[config.mk]
export PLATFORM = sky130hd
export DESIGN_NAME = fir_dout_fp16_packer
export DESIGN_NICKNAME = d
export VERILOG_FILES = /design/src/rtl/fir_dout_fp16_packer.sv
export SDC_FILE = /design/constraint.sdc
export NUM_CORES = 1
export LEC_CHECK = 0
export ABC_AREA = 1
export BUFFER_PORTS_ARGS = -buffer_cell sky130_fd_sc_hd__clkbuf_2
export CAP_MARGIN = 20
export CORE_ASPECT_RATIO = 0.5
export CORE_MARGIN = 8
export CORE_UTILIZATION = 57
export CTS_CLUSTER_SIZE = 12
export DETAILED_ROUTE_END_ITERATION = 10
export PLACE_DENSITY = 0.85
export SYNTH_ARGS = -nofsm -noshare
export SYNTH_HDL_FRONTEND = slang
export SYNTH_SLANG_ARGS = --single-unit
[constraint.sdc]
create_clock -name clk -period 3.14 [get_ports clk]
set_clock_uncertainty 0.15 [all_clocks]
set_input_delay 0.157 -clock clk [delete_from_list [all_inputs] [get_ports clk]]
set_output_delay 0.157 -clock clk [all_outputs]
set_load 0.05 [all_outputs]
[src/rtl/fir_dout_fp16_packer.sv]
// Converts the FIR 29-bit wide-float output word into IEEE FP16.
// Normalisation is serial (one shift per cycle) followed by one round-to-nearest-even cycle.
module fir_dout_fp16_packer #(
  parameter int MAN_W      = 22,
  parameter int EXP_W      = 6,
  parameter int EXP_OFFSET = 52
) (
  input  logic                       clk,
  input  logic                       rst,
  input  logic [MAN_W+EXP_W:0]       in_data,
  input  logic                       in_valid,
  output logic                       in_ready,
  output logic [15:0]                out_data,
  output logic                       out_ovf,
  output logic                       out_unf,
  output logic                       out_valid,
  input  logic                       out_ready
);

  localparam logic [1:0] ST_IDLE  = 2'd0;
  localparam logic [1:0] ST_NORM  = 2'd1;
  localparam logic [1:0] ST_ROUND = 2'd2;
  localparam logic [1:0] ST_OUT   = 2'd3;

  // Shift from the input scaling to the FP16 biased exponent with the MSB at bit MAN_W-1.
  localparam int         EV_BIAS_I = EXP_OFFSET - (MAN_W - 1) - 15;
  localparam logic [8:0] EV_BIAS   = EV_BIAS_I[8:0];
  localparam logic [4:0] MAX_SHIFT = 5'(MAN_W - 1);

  logic [1:0]              state_r;
  logic                    sign_r;
  logic [MAN_W-1:0]        man_r;
  logic signed [8:0]       ev_r;
  logic [4:0]              cnt_r;
  logic [15:0]             out_data_r;
  logic                    out_ovf_r;
  logic                    out_unf_r;
  logic                    out_valid_r;
  logic                    accept_s;
  logic signed [8:0]       ev_init_s;

  // Returns {ovf, unf, fp16} for a normalised mantissa and its unbiased-to-FP16 exponent.
  function automatic logic [17:0] fp16_round(input logic              s,
                                             input logic signed [8:0] ev,
                                             input logic [MAN_W-1:0]  m);
    logic [9:0]        frac;
    logic              g;
    logic              st;
    logic [10:0]       sum;
    logic signed [8:0] ev_f;
    logic [17:0]       r;
    frac = m[MAN_W-2 -: 10];
    g    = m[MAN_W-12];
    st   = |m[MAN_W-13:0];
    sum  = {1'b0, frac} + {10'd0, (g & (st | frac[0]))};
    ev_f = ev + $signed({8'd0, sum[10]});
    if (m == {MAN_W{1'b0}}) begin
      r = {2'b00, s, 15'h0000};
    end else if (ev <= 9'sd0) begin
      r = {2'b01, s, 15'h0000};
    end else if (ev_f >= 9'sd31) begin
      r = {2'b10, s, 5'h1F, 10'h000};
    end else begin
      // A carry out of the fraction leaves sum[9:0] at zero, which is the wanted mantissa.
      r = {2'b00, s, ev_f[4:0], sum[9:0]};
    end
    return r;
  endfunction

  assign in_ready  = (state_r == ST_IDLE) | ((state_r == ST_OUT) & out_ready);
  assign accept_s  = in_valid & in_ready;
  assign ev_init_s = $signed({{(9-EXP_W){1'b0}}, in_data[MAN_W+EXP_W-1:MAN_W]}) - $signed(EV_BIAS);

  assign out_data  = out_data_r;
  assign out_ovf   = out_ovf_r;
  assign out_unf   = out_unf_r;
  assign out_valid = out_valid_r;

  // Handshake, normalise and round sequencing with all result registers.
  always_ff @(posedge clk) begin
    if (rst) begin
      state_r     <= ST_IDLE;
      sign_r      <= 1'b0;
      man_r       <= {MAN_W{1'b0}};
      ev_r        <= 9'sd0;
      cnt_r       <= 5'd0;
      out_data_r  <= 16'h0000;
      out_ovf_r   <= 1'b0;
      out_unf_r   <= 1'b0;
      out_valid_r <= 1'b0;
    end else begin
      case (state_r)
        ST_IDLE, ST_OUT: begin
          if (accept_s) begin
            sign_r      <= in_data[MAN_W+EXP_W];
            man_r       <= in_data[MAN_W-1:0];
            ev_r        <= ev_init_s;
            cnt_r       <= 5'd0;
            out_valid_r <= 1'b0;
            state_r     <= ST_NORM;
          end else if ((state_r == ST_OUT) && out_ready) begin
            out_valid_r <= 1'b0;
            state_r     <= ST_IDLE;
          end else begin
            state_r     <= state_r;
          end
        end
        ST_NORM: begin
          if ((man_r == {MAN_W{1'b0}}) || man_r[MAN_W-1] || (cnt_r == MAX_SHIFT)) begin
            state_r <= ST_ROUND;
          end else begin
            man_r <= {man_r[MAN_W-2:0], 1'b0};
            ev_r  <= ev_r - 9'sd1;
            cnt_r <= cnt_r + 5'd1;
          end
        end
        ST_ROUND: begin
          {out_ovf_r, out_unf_r, out_data_r} <= fp16_round(sign_r, ev_r, man_r);
          out_valid_r <= 1'b1;
          state_r     <= ST_OUT;
        end
        default: begin
          out_valid_r <= 1'b0;
          state_r     <= ST_IDLE;
        end
      endcase
    end
  end

endmodule

# ---- After elaboration in Yosys (flattened, before gate mapping)
# Cells that the tools add are included.
# W data, S select, Z words.
dict set report totals {
  register_bits 58
  input_bits 33
  out_inout_bits 20
  wordCells 61
}
dict set report classes {
  add_sub_neg 5
  order_cmp 2
  eq_ne 8
  n_mux 19
  bitwise 5
  reduce_logical 13
}
# operator n
set ops {}
lappend ops {{$mux W18} 3}
lappend ops {{$mux W22} 2}
lappend ops {{$pmux W22 S2} 1}
lappend ops {{$logic_not A22 Y1} 1}
lappend ops {{$mux W9} 2}
lappend ops {{$pmux W9 S2} 1}
lappend ops {{$add A10 B1 Y11} 1}
lappend ops {{$mux W5} 2}
lappend ops {{$pmux W5 S2} 1}
lappend ops {{$reduce_or A10 Y1} 1}
lappend ops {{$add A9 B2 Y9} 1}
lappend ops {{$ge A9 B6 Y1 const B} 1}
lappend ops {{$le A9 B1 Y1 const B} 1}
lappend ops {{$sub A9 B2 Y9 const B} 1}
lappend ops {{$sub A6 B5 Y7 const B} 1}
lappend ops {{$mux W2} 3}
lappend ops {{$ne A2 B2 Y1 const B} 3}
lappend ops {{$pmux W2 S3} 1}
lappend ops {{$reduce_and A2 Y1} 3}
lappend ops {{$add A5 B1 Y5 const B} 1}
lappend ops {{$eq A5 B5 Y1 const B} 1}
lappend ops {{$eq A2 B2 Y1 const B} 2}
lappend ops {{$reduce_bool A2 Y1} 2}
lappend ops {{$and A1 B1 Y1} 3}
lappend ops {{10 further kinds} 13}

# ---- Longest topological paths before layout
# Gate-level depths: netlist of run 1.
dict set report depth {
  ltp_word 9
  ltp_mapped 18
  mapped_depth_nobuf 18
}

# ---- Worst setup path before layout of run 1
# OpenSTA, ideal clock, no wires.
dict set report synth_path {
  path_kind {register to register}
  from {register man_r[11]}
  to {register out_data_r[7], in the netlist out_data[7]}
  setup_ns 0.132
  arrival_time_ns 2.566
  t_required_ns 2.858
  setup_slack_ns 0.292
  path_stages_with_launch 17
  path_buffers 0
  period_less_slack_ns 2.848
  path_cell_list {dfxtp_1 -> nand2_1 -> inv_1 -> ha_1 -> nand3_1 -> nor2_1 -> nand2_1 -> nor4b_1 -> ha_1 -> ha_1 -> nand3_1 -> nor2_1 -> nand3_1 -> xor2_1 -> nand2_2 -> nand2_1 -> a21oi_1}
}
dict set report synth_between {
  elab_chain_cells 8
  word_cells_on_any_way 9
  classes_between {add/sub: 2; order compare: 1; mux: 3; bitwise: 2; reduce/logical: 1}
}
# item line
set synth_lines {}
lappend synth_lines {{start: declaration} 32} ;# logic [MAN_W-1:0] man_r;
lappend synth_lines {{start signal: assignment} 84} ;# man_r <= {MAN_W{1'b0}};
lappend synth_lines {{start signal: assignment} 96} ;# man_r <= in_data[MAN_W-1:0];
lappend synth_lines {{start signal: assignment} 112} ;# man_r <= {man_r[MAN_W-2:0], 1'b0};
lappend synth_lines {{$or A1 B1 Y1} 55} ;# sum = {1'b0, frac} + {10'd0, (g & (st | frac[0]))};
lappend synth_lines {{$and A1 B1 Y1} 55}
lappend synth_lines {{$add A10 B1 Y11} 55}
lappend synth_lines {{$add A9 B2 Y9} 56} ;# ev_f = ev + $signed({8'd0, sum[10]});
lappend synth_lines {{$ge A9 B6 Y1} 61} ;# end else if (ev_f >= 9'sd31) begin
lappend synth_lines {{$mux W18} 61}
lappend synth_lines {{$mux W18} 59} ;# end else if (ev <= 9'sd0) begin
lappend synth_lines {{$mux W18 (*)} 57} ;# if (m == {MAN_W{1'b0}}) begin
lappend synth_lines {{end signal: assignment} 118} ;# {out_ovf_r, out_unf_r, out_data_r} <= fp16_round(sign_r, ev_r, man_r);
lappend synth_lines {{end: declaration} 35} ;# logic [15:0] out_data_r;
# Every way passes the cells marked *; elsewhere a longest branch is shown, timed or not.
# A chain may end at the register's enable or synchronous reset.

# ---- Final worst setup path of run 1
dict set report layout_path {
  from {register man_r[10]}
  to {register out_data_r[3], in the netlist out_data[3]}
}
dict set report layout_between {
  elab_chain_cells 7
  word_cells_on_any_way 8
  classes_between {add/sub: 2; order compare: 1; mux: 3; bitwise: 1; reduce/logical: 1}
}
# item line
set layout_lines {}
lappend layout_lines {{$and A1 B1 Y1} 55}
lappend layout_lines {{$add A10 B1 Y11} 55}
lappend layout_lines {{$add A9 B2 Y9} 56}
lappend layout_lines {{$ge A9 B6 Y1} 61}
lappend layout_lines {{$mux W18} 61}
lappend layout_lines {{$mux W18} 59}
lappend layout_lines {{$mux W18 (*)} 57}
# Marks and branches as above.

==> results.cfg, run 1 <==
[outcome]
status = finished, final reports clean

[final_layout]
utilization = 0.699
drive_gt1_frac = 0.177
insertedDiodeCount = 0
syn2layout_area_growth_pct = 19.7
layout_commonest_cell = nand2_1
fin_cells = 670
final_net_count = 635
mostFrequentLayoutCells = nand2_1 (132), nor2_1 (104), dfxtp_1 (57)

[yosys]
ys.warnings.count = 0
synth.avg_cell_area_sq_um = 6.57
synthesis.nets = 580
yosysUniqueCellTypes = 32
synth_ff_type = dfxtp_1
synth-seq-cells = 58
netlist_instances = 534
syn_area_sq_um = 3510
synth_seq_area_share = 0.331
synth-edff-count = 0
postSynth.asyncResetShare = 0

[critical_path]
worst_path_largest_cell_delay_ns = 0.37
cp-end-kind = flop
worstPathCellList = nand2_2 > inv_1 > ha_2 > nand3_2 > nor2_1 > nand2_1 > nor4b_4 > ha_2 > ha_2 > nand3_2 > nor2_4 > nand3_2 > xor2_2 > buf_4 > nand2_2 > nand2_1 > a21oi_1
path_class = flop to flop
crit_path_start_kind = flop
crit_fanout = 5
crit_required_ns = 3.23
slowest_stage = dfxtp_2
worstPathArrival_ns = 3.12

[power]
p_sw_frac = 0.507
p_comb_frac = 0.579
power.switching_uw = 2610
power_density_nw_per_um2 = 1220
seqPwrFrac = 0.257
leakagePower_uw = 0.00196
ir_worst_vdd_v = 0.000477
intPower_uw = 2530
clkPwrFrac = 0.164

[die]
dieArea_sq_um = 9070
die_y_um = 71.5
core_sq_um = 6010
rows = 20
io_pins = 53
die_x_um = 127
initial_core_util = 0.584

[global_routing]
antenna_found_initial = 0
grt_pass1_wl_um = 15200
grt_usage = 0.202
grt_max_degree = 33
grt_pass1_vias = 3221
grt_overflow_total = 0

[detailed_routing]
ant_nets = 0
wl_um = 9160
vias = 3607
vias_per_cell = 5.38
wl_met2_um = 4180
drc_errors = 0
drt_first_pass_iters = 5
drt_iter0_drc = 318
met3_length_um = 547
top_layer = met4
wl_met1_um = 4350
wl_per_cell_um = 13.7

[timing]
final_max_slew_viol_count = 0
period_share = 0.963
whs_ns = 0.0150
maxSlewHeadroom = 0.639
setup_viol = 0
tightest_slew_ns = 0.541
fmax_ghz = 0.331
layout_setup_ws_ns = 0.118
fin_crit_ns = 3.02
finalHoldViolations = 0

[placed_design]
portBuffers = 52
placed_cells = 651
gp_congestion = 0.903
post-place-ws_ns = -0.0559
hpwl_um = 6190

[clock_tree]
clock_path_buffers = 2
cts_root_buf = clkbuf_16
cts_buffers = 9
path_clk_slew_ns = 0.05
htree_levels = 3
cts_sinks = 58
clkLatencyLatePin_ns = 0.33
cts_tree = yes

[run]
cap_violations = 0

[min_path]
worstHoldPathType = input port to flop
cell families after synthesis:
group	after synthesis	share of synthesized area
and+or+nand+nor	314	0.383
buffers and inverters	68	0.0802
DFF	58	0.331
AOI/OAI and AO/OA	50	0.0745
muxes	21	0.0599
adders and majority gates	13	0.0464
xor gates and xnor gates	10	0.0250
cell type report:
cell class                      instances  area [sq um]
Inverter                               43           161
Fill cell                             503          1810
Clock inverter                          4          20.0
Sequential cell                        58          1160
Timing Repair Buffer                   68           385
Tap cell                               77          96.3
Clock buffer                           11           233
Multi-Input combinational cell        409          2140
final timing paths:
path | startpoint | end | slack (ns) | cells past startpoint
worst max register to register | man_r[10] | out_data[3] | 0.12 | 17
worst max-delay path | man_r[10] | out_data[3] | 0.12 | 17
worst min register to register | sign_r | sign_r | 0.31 | 2
worst min-delay path | in_data[25] | ev_r[3] | 0.01 | 5
registers in the layout, summed over array words and instances (netlist names):
name,cells
cnt_r,5
ev_r,9
man_r,22
out_data,16
out_ovf,1
out_unf,1
out_valid,1
sign_r,1
state_r,2
what timing repair did:
action | CTS | global route
cloned | 0 | 1
endpoints found under the setup margin | 16 | 16
endpoints found under the hold margin | 2 | 0
pin swaps | 0 | 5
gates resized for setup | 1 | 16
hold buffers | 2 | 0
buffers inserted | 0 | 1
per-stage QoR:
step | setup TNS [ns] | power (uW) | instance area, sq um
2_1_floorplan | 0 | 3550 | 3510
3_3_place_gp | 0 | 4080 | 3840
3_5_place_dp | -0.678 | 4150 | 3840
4_1_cts | 0 | 5010 | 4120
5_1_grt | -0.0221 | 5590 | 4200
6_report | 0 | 5140 | 4200
metal layers:
layer  global-route usage  vias to the layer above
li1                     -                     1817
met1                0.263                     1661
met2                0.320                      120
met3               0.0555                        9
met4               0.0588                        0
met5                    0                        -
critical path, delay by kind of cell, from the launching register on:
kind	cells	cell delay, ns
adder cells (fa/ha/maj)	3	0.60
buffers and inverters	2	0.22
XOR/XNOR	1	0.17
flip-flops	1	0.37
AND/OR/NAND/NOR	10	1.30
AO/OA/AOI/OAI	1	0.13
synthesized netlist by cell type (all sizes together) (3+ instances only):
library cell | number | share of area
nand4 | 10 | 0.018
nand2 | 137 | 0.15
nand3b | 5 | 0.014
or2 | 3 | 0.0054
nor3 | 4 | 0.0057
xor2 | 7 | 0.017
o21ai | 16 | 0.024
nor2 | 107 | 0.12
clkbuf | 12 | 0.013
xnor2 | 3 | 0.0075
mux2i | 21 | 0.060
ha | 13 | 0.046
buf | 13 | 0.021
a21oi | 30 | 0.043
nand3 | 47 | 0.071
dfxtp | 58 | 0.33
inv | 42 | 0.045
power by group through the flow:
stage	clock (uW)	combinational, uW	sequential (uW)
4_1_cts	841	2870	1290
5_1_grt	881	3350	1350
6_report	844	2980	1320
2_1_floorplan	0	2180	1370
3_3_place_gp	0	2790	1290
3_5_place_dp	0	2840	1300
Note: power is estimated with default switching activity, not from simulation.
==> inputs of run 2 (changes only) <==
Settings changed: CTS_BUF_LIST from default to sky130_fd_sc_hd__clkbuf_2 sky130_fd_sc_hd__clkbuf_4 sky130_fd_sc_hd__clkbuf_8.
==> run 2 against run 1 <==
  * Via count down 0.30%
  * Count of clock-buffer cells in the layout unchanged
  * Hold slack better by 0.011 ns
  * Sequential share of layout area up 0.49 points
  * Clock power down 32%
  * Total power down 4.8%
  * Sequential power about the same
  * Non-clock buffer count up 2
  * Die area unchanged
  * Critical endpoint unchanged
  * Largest power group unchanged
  * Highest routed layer unchanged
==> results.cfg, run 2 (synthesis results as in run 1) <==
[die]
die_y_um = 71.5
rows = 20
initial_core_util = 0.584
die_x_um = 127
io_pins = 53
core_sq_um = 6010
dieArea_sq_um = 9070

[placed_design]
hpwl_um = 6190
portBuffers = 52
post-place-ws_ns = -0.0559
gp_congestion = 0.903

[power]
power.switching_uw = 2570
intPower_uw = 2320
clkPwrFrac = 0.118
p_comb_frac = 0.614
ir_worst_vdd_v = 0.000520
leakagePower_uw = 0.00193
p_sw_frac = 0.525
power_density_nw_per_um2 = 1180
seqPwrFrac = 0.269

[global_routing]
grt_overflow_total = 0
antenna_found_initial = 0
grt_usage = 0.200
met2_usage = 0.306
busiest_layer = met2
grt_pass1_vias = 3211
grt_pass1_wl_um = 14900
grt_max_degree = 33
grt_util_met1 = 0.260
grtUsageMet3 = 0.0570

[timing]
maxSlewHeadroom = 0.646
tns_ns = 0
final_max_slew_viol_count = 0
fin_crit_ns = 3.01
setup_viol = 0
finalHoldViolations = 0
period_share = 0.958
fmax_ghz = 0.333
tightest_slew_ns = 0.531
layout_setup_ws_ns = 0.133

[detailed_routing]
vias = 3596
ant_nets = 0
drc_errors = 0
wl_per_cell_um = 13.5
wl_um = 9080
drt_iter0_drc = 220
vias_per_cell = 5.35
drt_first_pass_iters = 5

[clock_tree]
cts_buffers = 9
clock_path_buffers = 2
htree_levels = 3
path_clk_slew_ns = 0.06
cts_root_buf = clkbuf_8
cts_sinks = 58
cts_tree = yes
clkLatencyLatePin_ns = 0.34

[critical_path]
cp-end-kind = flop
crit_path_start_kind = flop
worst_path_largest_cell_delay_ns = 0.37
crit_required_ns = 3.25
worstPathArrival_ns = 3.11
path_class = flop to flop
slowest_stage = dfxtp_4
worstPathCellList = nand2_2 > inv_1 > ha_2 > nand3_2 > nor2_1 > nand2_1 > nor4b_4 > ha_2 > ha_2 > nand3_2 > nor2_4 > nand3_2 > xor2_2 > buf_4 > nand2_2 > nand2_1 > a21oi_1
crit_fanout = 5

[final_layout]
largest-register = man_r
utilization = 0.689
drive_gt1_frac = 0.183
syn2layout_area_growth_pct = 18.0
insertedDiodeCount = 0
final_net_count = 637
largest_register_ffs = 22
fillers = 512
layout_commonest_cell = nand2_1
mostFrequentLayoutCells = nand2_1 (132), nor2_1 (103), dfxtp_1 (56)

[min_path]
worstHoldPathType = input port to flop

[outcome]
status = finished, final reports clean

[run]
cap_violations = 0
run 2: cell types whose count changed in the layout (fill, tap and decap cells not counted), sizes merged:
cell	change
dlygate4sd3	+2
run 2: path summary, 6_finish.rpt:
path | startpoint | end | slack (ns) | cells after the start
worst min register to register | out_data[5] | out_data[5] | 0.32 | 2
worst max register to register | man_r[10] | out_data[3] | 0.13 | 17
worst max-delay path | man_r[10] | out_data[3] | 0.13 | 17
worst min-delay path | in_data[26] | ev_r[4] | 0.03 | 4
run 2: layer usage:
layer,wire length [um],up-vias
li1,-,1831
met1,4260,1607
met2,4040,145
met3,649,13
met4,123,0
met5,0,-
run 2: repair_timing:
item	CTS	global route
pin swaps	0	6
setup endpoints to repair	16	16
hold buffers	4	0
setup buffers	0	1
endpoints found under the hold margin	3	0
gates cloned	0	1
gates resized for setup	1	20
run 2: power groups by stage:
stage	clock network [uW]	logic [uW]	registers [uW]
final	575	3000	1320
after CTS	583	2880	1290
after floorplan	0	2180	1370
after global placement	0	2790	1290
after detailed placement	0	2840	1300
after global routing	621	3370	1350
run 2: worst max-delay path, delay by kind of cell, from the launching register on:
kind	cells	cell delay [ns]
adders and majority gates	3	0.60
xor gates and xnor gates	1	0.16
AOI/OAI and AO/OA	1	0.14
DFF	1	0.37
and+or+nand+nor	10	1.30
buffers and inverters	2	0.22
run 2: area by class of cell:
| cell class | instances | area (sq um) | area share |
|---|---|---|---|
| multi-input cells | 409 | 2150 | 0.520 |
| flip-flops and latches | 58 | 1170 | 0.282 |
| repair buffers | 70 | 405 | 0.0979 |
| inverters | 43 | 161 | 0.0390 |
| clock buffers | 11 | 139 | 0.0336 |
| well taps | 77 | 96.3 | 0.0233 |
| clock inverters | 4 | 20.0 | 0.00484 |
run 2: stage by stage:
step	instance area, sq um	power [uW]	instances	hold slack [ns]
after floorplan	3510	3550	534	0.154
after global placement	3840	4080	651	0.256
after detailed placement	3840	4150	651	0.265
after CTS	4050	4750	670	0.0124
after global routing	4140	5340	672	0.0321
final	4140	4890	672	0.0259
